--- config.mk ---
export PLATFORM = sky130hd
export DESIGN_NAME = key_debounce_2
export DESIGN_NICKNAME = d
export VERILOG_FILES = /design/src/rtl/key_debounce_2.sv
export SDC_FILE = /design/constraint.sdc
export NUM_CORES = 1
export LEC_CHECK = 0
export CORE_MARGIN = 8
export CORE_UTILIZATION = 45
export DETAILED_ROUTE_END_ITERATION = 7
export SLEW_MARGIN = 20
export SYNTH_ARGS = -nofsm -noshare
export SYNTH_HDL_FRONTEND = slang
export SYNTH_SLANG_ARGS = --single-unit
--- constraint.sdc ---
create_clock -name sys_clk -period 2.4 [get_ports sys_clk]
set_input_delay 0.24 -clock sys_clk [delete_from_list [all_inputs] [get_ports sys_clk]]
set_output_delay 0.24 -clock sys_clk [all_outputs]
set_load 0.01 [all_outputs]
--- src/rtl/key_debounce_2.sv ---
// Two-flop synchroniser plus per-key debounce FSM for active-low push-buttons.
// Produces a clean level and one-cycle press, release and long-press pulses per key.
module key_debounce_2 #(
  parameter int KEY_NUM  = 2,
  parameter int CNT_MAX  = 1_000_000,
  parameter int LONG_MAX = 50_000_000
) (
  input  logic               sys_clk,
  input  logic               sys_rst_n,
  input  logic [KEY_NUM-1:0] key,
  output logic [KEY_NUM-1:0] key_value,
  output logic [KEY_NUM-1:0] key_press,
  output logic [KEY_NUM-1:0] key_release,
  output logic [KEY_NUM-1:0] key_long
);

  localparam int DW = $clog2(CNT_MAX + 1);
  localparam int LW = $clog2(LONG_MAX + 1);

  typedef enum logic [1:0] {
    IDLE       = 2'd0,
    PRESS_FILT = 2'd1,
    PRESSED    = 2'd2,
    REL_FILT   = 2'd3
  } state_t;

  logic [KEY_NUM-1:0] sync1_q;
  logic [KEY_NUM-1:0] key_s_q;

  // Idle level of the pins is high, so the synchroniser resets to released.
  always_ff @(posedge sys_clk) begin
    if (!sys_rst_n) begin
      sync1_q <= '1;
      key_s_q <= '1;
    end else begin
      sync1_q <= key;
      key_s_q <= sync1_q;
    end
  end

  genvar gi;
  generate
    for (gi = 0; gi < KEY_NUM; gi++) begin : g_key
      state_t        state_q, state_d;
      logic [DW-1:0] dcnt_q, dcnt_d;
      logic [LW-1:0] lcnt_q, lcnt_d;
      logic          value_q, value_d;
      logic          press_q, press_d;
      logic          rel_q, rel_d;
      logic          long_q, long_d;

      always_ff @(posedge sys_clk) begin
        if (!sys_rst_n) begin
          state_q <= IDLE;
          dcnt_q  <= '0;
          lcnt_q  <= '0;
          value_q <= 1'b1;
          press_q <= 1'b0;
          rel_q   <= 1'b0;
          long_q  <= 1'b0;
        end else begin
          state_q <= state_d;
          dcnt_q  <= dcnt_d;
          lcnt_q  <= lcnt_d;
          value_q <= value_d;
          press_q <= press_d;
          rel_q   <= rel_d;
          long_q  <= long_d;
        end
      end

      always_comb begin
        state_d = state_q;
        dcnt_d  = dcnt_q;
        lcnt_d  = lcnt_q;
        value_d = value_q;
        press_d = 1'b0;
        rel_d   = 1'b0;
        long_d  = 1'b0;
        case (state_q)
          IDLE: begin
            if (!key_s_q[gi]) begin
              state_d = PRESS_FILT;
              dcnt_d  = '0;
            end
          end
          PRESS_FILT: begin
            if (key_s_q[gi]) begin
              state_d = IDLE;
            end else if (dcnt_q == DW'(CNT_MAX - 1)) begin
              state_d = PRESSED;
              value_d = 1'b0;
              press_d = 1'b1;
              lcnt_d  = '0;
            end else begin
              dcnt_d = dcnt_q + DW'(1);
            end
          end
          PRESSED: begin
            // Saturation at LONG_MAX is what limits key_long to once per press.
            if (lcnt_q != LW'(LONG_MAX)) begin
              lcnt_d = lcnt_q + LW'(1);
              if (lcnt_q == LW'(LONG_MAX - 1)) long_d = 1'b1;
            end
            if (key_s_q[gi]) begin
              state_d = REL_FILT;
              dcnt_d  = '0;
            end
          end
          REL_FILT: begin
            if (!key_s_q[gi]) begin
              state_d = PRESSED;
            end else if (dcnt_q == DW'(CNT_MAX - 1)) begin
              state_d = IDLE;
              value_d = 1'b1;
              rel_d   = 1'b1;
            end else begin
              dcnt_d = dcnt_q + DW'(1);
            end
          end
          default: state_d = IDLE;
        endcase
      end

      assign key_value[gi]   = value_q;
      assign key_press[gi]   = press_q;
      assign key_release[gi] = rel_q;
      assign key_long[gi]    = long_q;
    end
  endgenerate

endmodule

==> metrics.yaml, run 1 <==
initial_core_util_pct: 46.2
slew_violations: 0
drt-total-wl_um: 10900
routedWlPerCell_um: 13.9
core-area_um2: 11400
finalSetupTns_ns: 0
final_nets: 648
criticalPathCategory: "reg2reg"
maxSlewHeadroom_pct: 56.1
syn_nets: 634
cts_resized: 0
post_cts_buffers: 0
hold_violations: 0
drive_gt1_share_pct: 9.02
ant_nets: 0
skew_ns: 0.00363
avgSynthCellArea_um2: 8.45
globalRouteOverflowTotal: 0
placed_cells: 770
synth_cells: 624
grt_pass1_vias: 3924
seqCellArea_um2: 2160
diodes: 0
multi_input_area_um2: 2920
yosysWarnings: 0
yosysUniqueCellTypes: 59
drc: 0
grt_use_met1_pct: 18.4
outcome: "finished clean"
cts_hold_buf: 0
ys_ff_latch: 108
dr.pass1.iters: 4
worstPathRequired_ns: 2.69
endpoint_kind: "flop"
grt_max_degree: 25
fin_area_um2: 5890
layout_setup_ws_ns: 0.253
cts_tree: "built"
cp_max_fo: 7
synth_edf_count: 0
worst_slew_pin_slew_ns: 0.659
period_needed_ns: 2.15
clockBufferDepth: 2
drtIter0Drc: 261
cts_buffers: 9
grt_pass1_wl_um: 18600
placed_area_um2: 5580
syn_area_um2: 5280
syn_to_final_growth_pct: 11.7
ys_seq_area_share_pct: 41.0
crit_path_start_kind: "flop"
hpwl_um: 7630
cp.arrival_ns: 2.43
vias: 4262
place.gp.congestion: 0.801
peakVddDrop_v: 0.000500
clk_latency_ns: 0.34
dieArea_um2: 15400
grt-busiest-layer: "met2"
hold_class: "reg2reg"
die_height_um: 124
gr-usage-met3_pct: 4.21
die_x_um: 124
grtUsageTotal_pct: 14.1
drv_cap: 0
num_rows: 39
cts_htree_levels: 3
pre_cts_slack_ns: 0.204
power.density_nw_per_um2: 574
synth_ff_type: "dfxtp_1"
io_pins: 12
p_leak_uw: 0.00200
io_buffers: 11
clkTransAtPathRegs_ns: 0.07
grt_antenna_before_repair: 0
grt.met2_usage_pct: 22.0
fin_crit_sh_pct: 89.5
stdcell_count: 786
finalSetupViolCount: 0
synth-async-reset-ratio_pct: 0
rsz0062_at_grt: "no"
fmax_ghz: 0.466
cts_root_buf: "clkbuf_16"
clock_sinks: 108
fill_cells: 1094
viasPerCell: 5.42
## power breakdown
group,leakage (uW),switching (uW),internal [uW]
clock network,0.000149,646,863
logic,0.000985,46.0,22.6
registers,0.000871,5.79,1800
## registers in the layout (all words and copies together), names as in the netlist, named ones only
register and count:
g_key.rel_q 2, key_s_q 2, g_key.dcnt_q 40, g_key.state_q 2, sync1_q 2, g_key.value_q 2
g_key.long_q 2, g_key.lcnt_q 52, g_key.press_q 2
## through the flow
step                      utilization [%]  hold slack, ns  power (uW)
final                                51.6           0.409        3380
after global routing                 51.6           0.429        3510
after CTS                            51.5           0.411        3430
after detailed placement             48.9           0.396        1910
after global placement               48.9           0.396        1910
after floorplan                         -           0.341        1880
## logic make-up after synthesis
kind of cell,after synthesis,synth area share [%]
compound gates,85,9.75
buf+inv,42,3.84
flops,108,41.0
mux,3,0.593
fa+ha+maj,6,1.42
simple gates,314,32.4
xor+xnor,66,11.0
## metal layers
metal	wire length (um)	share of wire, %
met2	4780	44
met1	5560	51
met3	446	4.1
met5	0	0
met4	117	1.1
## worst max-delay path, cell delays in order, from the launching register on
cell and delay (ns):
dfxtp_1 0.37, nor4b_4 0.42, nand3b_4 0.12, nor4_4 0.44, o211ai_1 0.23, or4_1 0.43
nand2_1 0.08
## cell usage in the layout (no fill, tap or decap), types with 15 or more instances in the layout
cell	n
buf_4	20
nand3_1	40
nor3_1	22
a21oi_1	34
dfxtp_1	108
nand2_1	51
xor2_1	32
nor2_1	90
xnor2_1	34
nand4_1	16
and3_1	15
## path summary, 6_finish.rpt
kind	from	to	slack, ns	cells past startpoint
worst min-delay path	sync1_q[0]	key_s_q[0]	0.41	1
worst min register to register	sync1_q[0]	key_s_q[0]	0.41	1
worst max-delay path	g_key[0].dcnt_q[10]	g_key[0].lcnt_q[20]	0.25	6
worst max register to register	g_key[0].dcnt_q[10]	g_key[0].lcnt_q[20]	0.25	6
## synthesized netlist by cell type (all sizes together), types with 15 or more instances
| cell | n | area [um2] |
|---|---|---|
| a21oi | 34 | 170 |
| xnor2 | 34 | 298 |
| nand2 | 51 | 191 |
| o21ai | 23 | 115 |
| dfxtp | 108 | 2160 |
| nand4 | 18 | 125 |
| and3 | 15 | 93.8 |
| nand3 | 40 | 200 |
| nor3 | 22 | 110 |
| nor2 | 91 | 344 |
| xor2 | 32 | 280 |
| buf | 15 | 101 |
## layout make-up
type,instances,share of cell area [%]
clock buffer,12,4.35
clock inverter,4,0.807
inverter,13,0.828
multi-input combinational,474,49.5
sequential,108,36.7
tap,143,3.04
timing repair buffer,32,4.76
Note: power is estimated with default switching activity, not from simulation.
==> run 2, diff against run 1 <==
- CORE_MARGIN: 8 -> unset
==> metrics.yaml, run 2 (synthesized netlist as in run 1, its figures left out) <==
final_common_cell: "dfxtp_1"  # unchanged
hold_violations: 0  # unchanged
io_buffers: 11  # unchanged
cts_resized: 0  # unchanged
finalSetupTns_ns: 0  # unchanged
viasPerCell: 5.44  # was 5.42
rsz0062_at_grt: "no"  # unchanged
final_cell_mix: "dfxtp_1 (108), nor2_1 (90), nand2_1 (51)"  # unchanged
num_rows: 39  # unchanged
diodes: 0  # unchanged
cp.arrival_ns: 2.52  # was 2.43 ns
intPower_uw: 2650  # was 2680 uW
worstPathRequired_ns: 2.70  # was 2.69 ns
drt-total-wl_um: 10800  # was 10900 um
outcome: "finished clean"  # unchanged
cts_tree: "built"  # unchanged
grt_max_degree: 25  # unchanged
cts_htree_levels: 3  # unchanged
dr.pass1.iters: 6  # was 4
grt_pass1_wl_um: 18200  # was 18600 um
grt_antenna_before_repair: 0  # unchanged
post_cts_buffers: 0  # unchanged
placed_area_um2: 5560  # was 5580 um2
fin_area_um2: 5860  # was 5890 um2
clock_sinks: 108  # unchanged
power_frac_seq_pct: 53.3  # about the same
reg_top3: "g_key.lcnt_q: 52 flops, g_key.dcnt_q: 40 flops"  # unchanged
skew_ns: 0.00878  # was 0.00363 ns
die_x_um: 110  # was 124 um
hpwl_um: 7610  # was 7630 um
globalRouteOverflowTotal: 0  # unchanged
hold_class: "reg2reg"  # unchanged
peakVddDrop_v: 0.000552  # was 0.000500 V
swShare_pct: 21.5  # was 20.7%
finalSetupViolCount: 0  # unchanged
drive_gt1_share_pct: 8.59  # was 9.02%
final_nets: 645  # was 648
drc: 0  # unchanged
crit_path_start_kind: "flop"  # unchanged
grtUsageTotal_pct: 19.2  # was 14.1%
clockBufferDepth: 2  # unchanged
p_switching_uw: 727  # was 698 uW
p_leak_uw: 0.00198  # was 0.00200 uW
die_height_um: 110  # was 124 um
cp_max_fo: 24  # was 7
maxSlewHeadroom_pct: 56.0  # was 56.1%
ant_nets: 0  # unchanged
clock_power_share_pct: 44.7  # about the same
drv_cap: 0  # unchanged
clkTransAtPathRegs_ns: 0.07  # about the same
pre_cts_slack_ns: 0.213  # was 0.204 ns
clk_latency_ns: 0.35  # was 0.34 ns
fin_crit_sh_pct: 92.4  # was 89.5%
vias: 4261  # was 4262
place.gp.congestion: 0.792  # was 0.801
layout_setup_ws_ns: 0.181  # was 0.253 ns
slew_violations: 0  # unchanged
endpoint_kind: "flop"  # unchanged
power_frac_comb_pct: 2.0  # about the same
fmax_ghz: 0.451  # was 0.466 GHz
top_register: "g_key.lcnt_q"  # unchanged
power.density_nw_per_um2: 576  # was 574 nW/um2
core-area_um2: 11400  # unchanged
drtIter0Drc: 146  # was 261
cts_root_buf: "clkbuf_16"  # unchanged
grt_pass1_vias: 3871  # was 3924
routedWlPerCell_um: 13.8  # was 13.9 um
postLayoutCoreUtil_pct: 51.4  # was 51.6%
cts_buffers: 9  # unchanged
io_pins: 12  # unchanged
syn_to_final_growth_pct: 11.2  # was 11.7%
cts_hold_buf: 0  # unchanged
largest_register_ffs: 52  # unchanged
period_needed_ns: 2.22  # was 2.15 ns
initial_core_util_pct: 46.2  # unchanged
worst_slew_pin_slew_ns: 0.660  # was 0.659 ns
hold-worst-slack_ns: 0.409  # about the same
criticalPathCategory: "reg2reg"  # unchanged
dieArea_um2: 12200  # was 15400 um2
## run 2: changes by cell type in the layout (fill, tap and decap cells not counted)
cell | previous run | this run
buf_4 | 20 | 17
clkbuf_1 | 1 | 0
clkbuf_8 | 2 | 1
clkinv_4 | 0 | 1
clkinvlp_4 | 1 | 2
o21ai_1 | 9 | 10
o21ai_2 | 2 | 1
## run 2: metrics by stage
stage | std cells | power, uW
floorplan | 624 | 1880
global placement | 767 | 1910
detailed placement | 767 | 1910
CTS | 783 | 3430
global route | 783 | 3500
finish | 783 | 3380
## run 2: worst paths after layout
check	slack (ns)	depth (start not counted)	from	to
setup / recovery	0.18	9	g_key[0].dcnt_q[0]	g_key[0].lcnt_q[13]
hold reg to reg	0.41	1	sync1_q[0]	key_s_q[0]
hold / removal	0.41	1	sync1_q[0]	key_s_q[0]
setup reg to reg	0.18	9	g_key[0].dcnt_q[0]	g_key[0].lcnt_q[13]
## run 2: final cells by class
type,instances,area [um2]
clock buffers,10,239
clock inverters,6,63.8
fillers,1098,5550
inverters,13,48.8
multi-input cells,474,2910
flip-flops and latches,108,2160
well taps,143,179
repair buffers,29,258
## run 2: worst max-delay path: stages (launching register included)
cell      delay, ns
dfxtp_1        0.34
ha_1           0.24
and4_1         0.24
nand2_1        0.12
nor4_4         0.05
buf_4          0.21
nand2b_1       0.19
buf_12         0.19
or4_1          0.50
nand2_1        0.07
## run 2: power by group through the flow
stage	sequential [uW]	combinational (uW)	clock, uW
final	1800	67.3	1510
after floorplan	1840	41.8	0
after global routing	1800	75.0	1630
after CTS	1800	68.8	1560
after global placement	1840	68.0	0
after detailed placement	1840	68.7	0
## run 2: layer usage
| metal | vias to the layer above | GRT usage (%) | part of all wire, % |
|---|---|---|---|
| met3 | 12 | 6.23 | 3.7 |
| met4 | 0 | 5.73 | 1.0 |
| met1 | 1995 | 25.4 | 49 |
| met2 | 59 | 29.5 | 46 |
| met5 | - | 0 | 0 |
| li1 | 2195 | - | - |
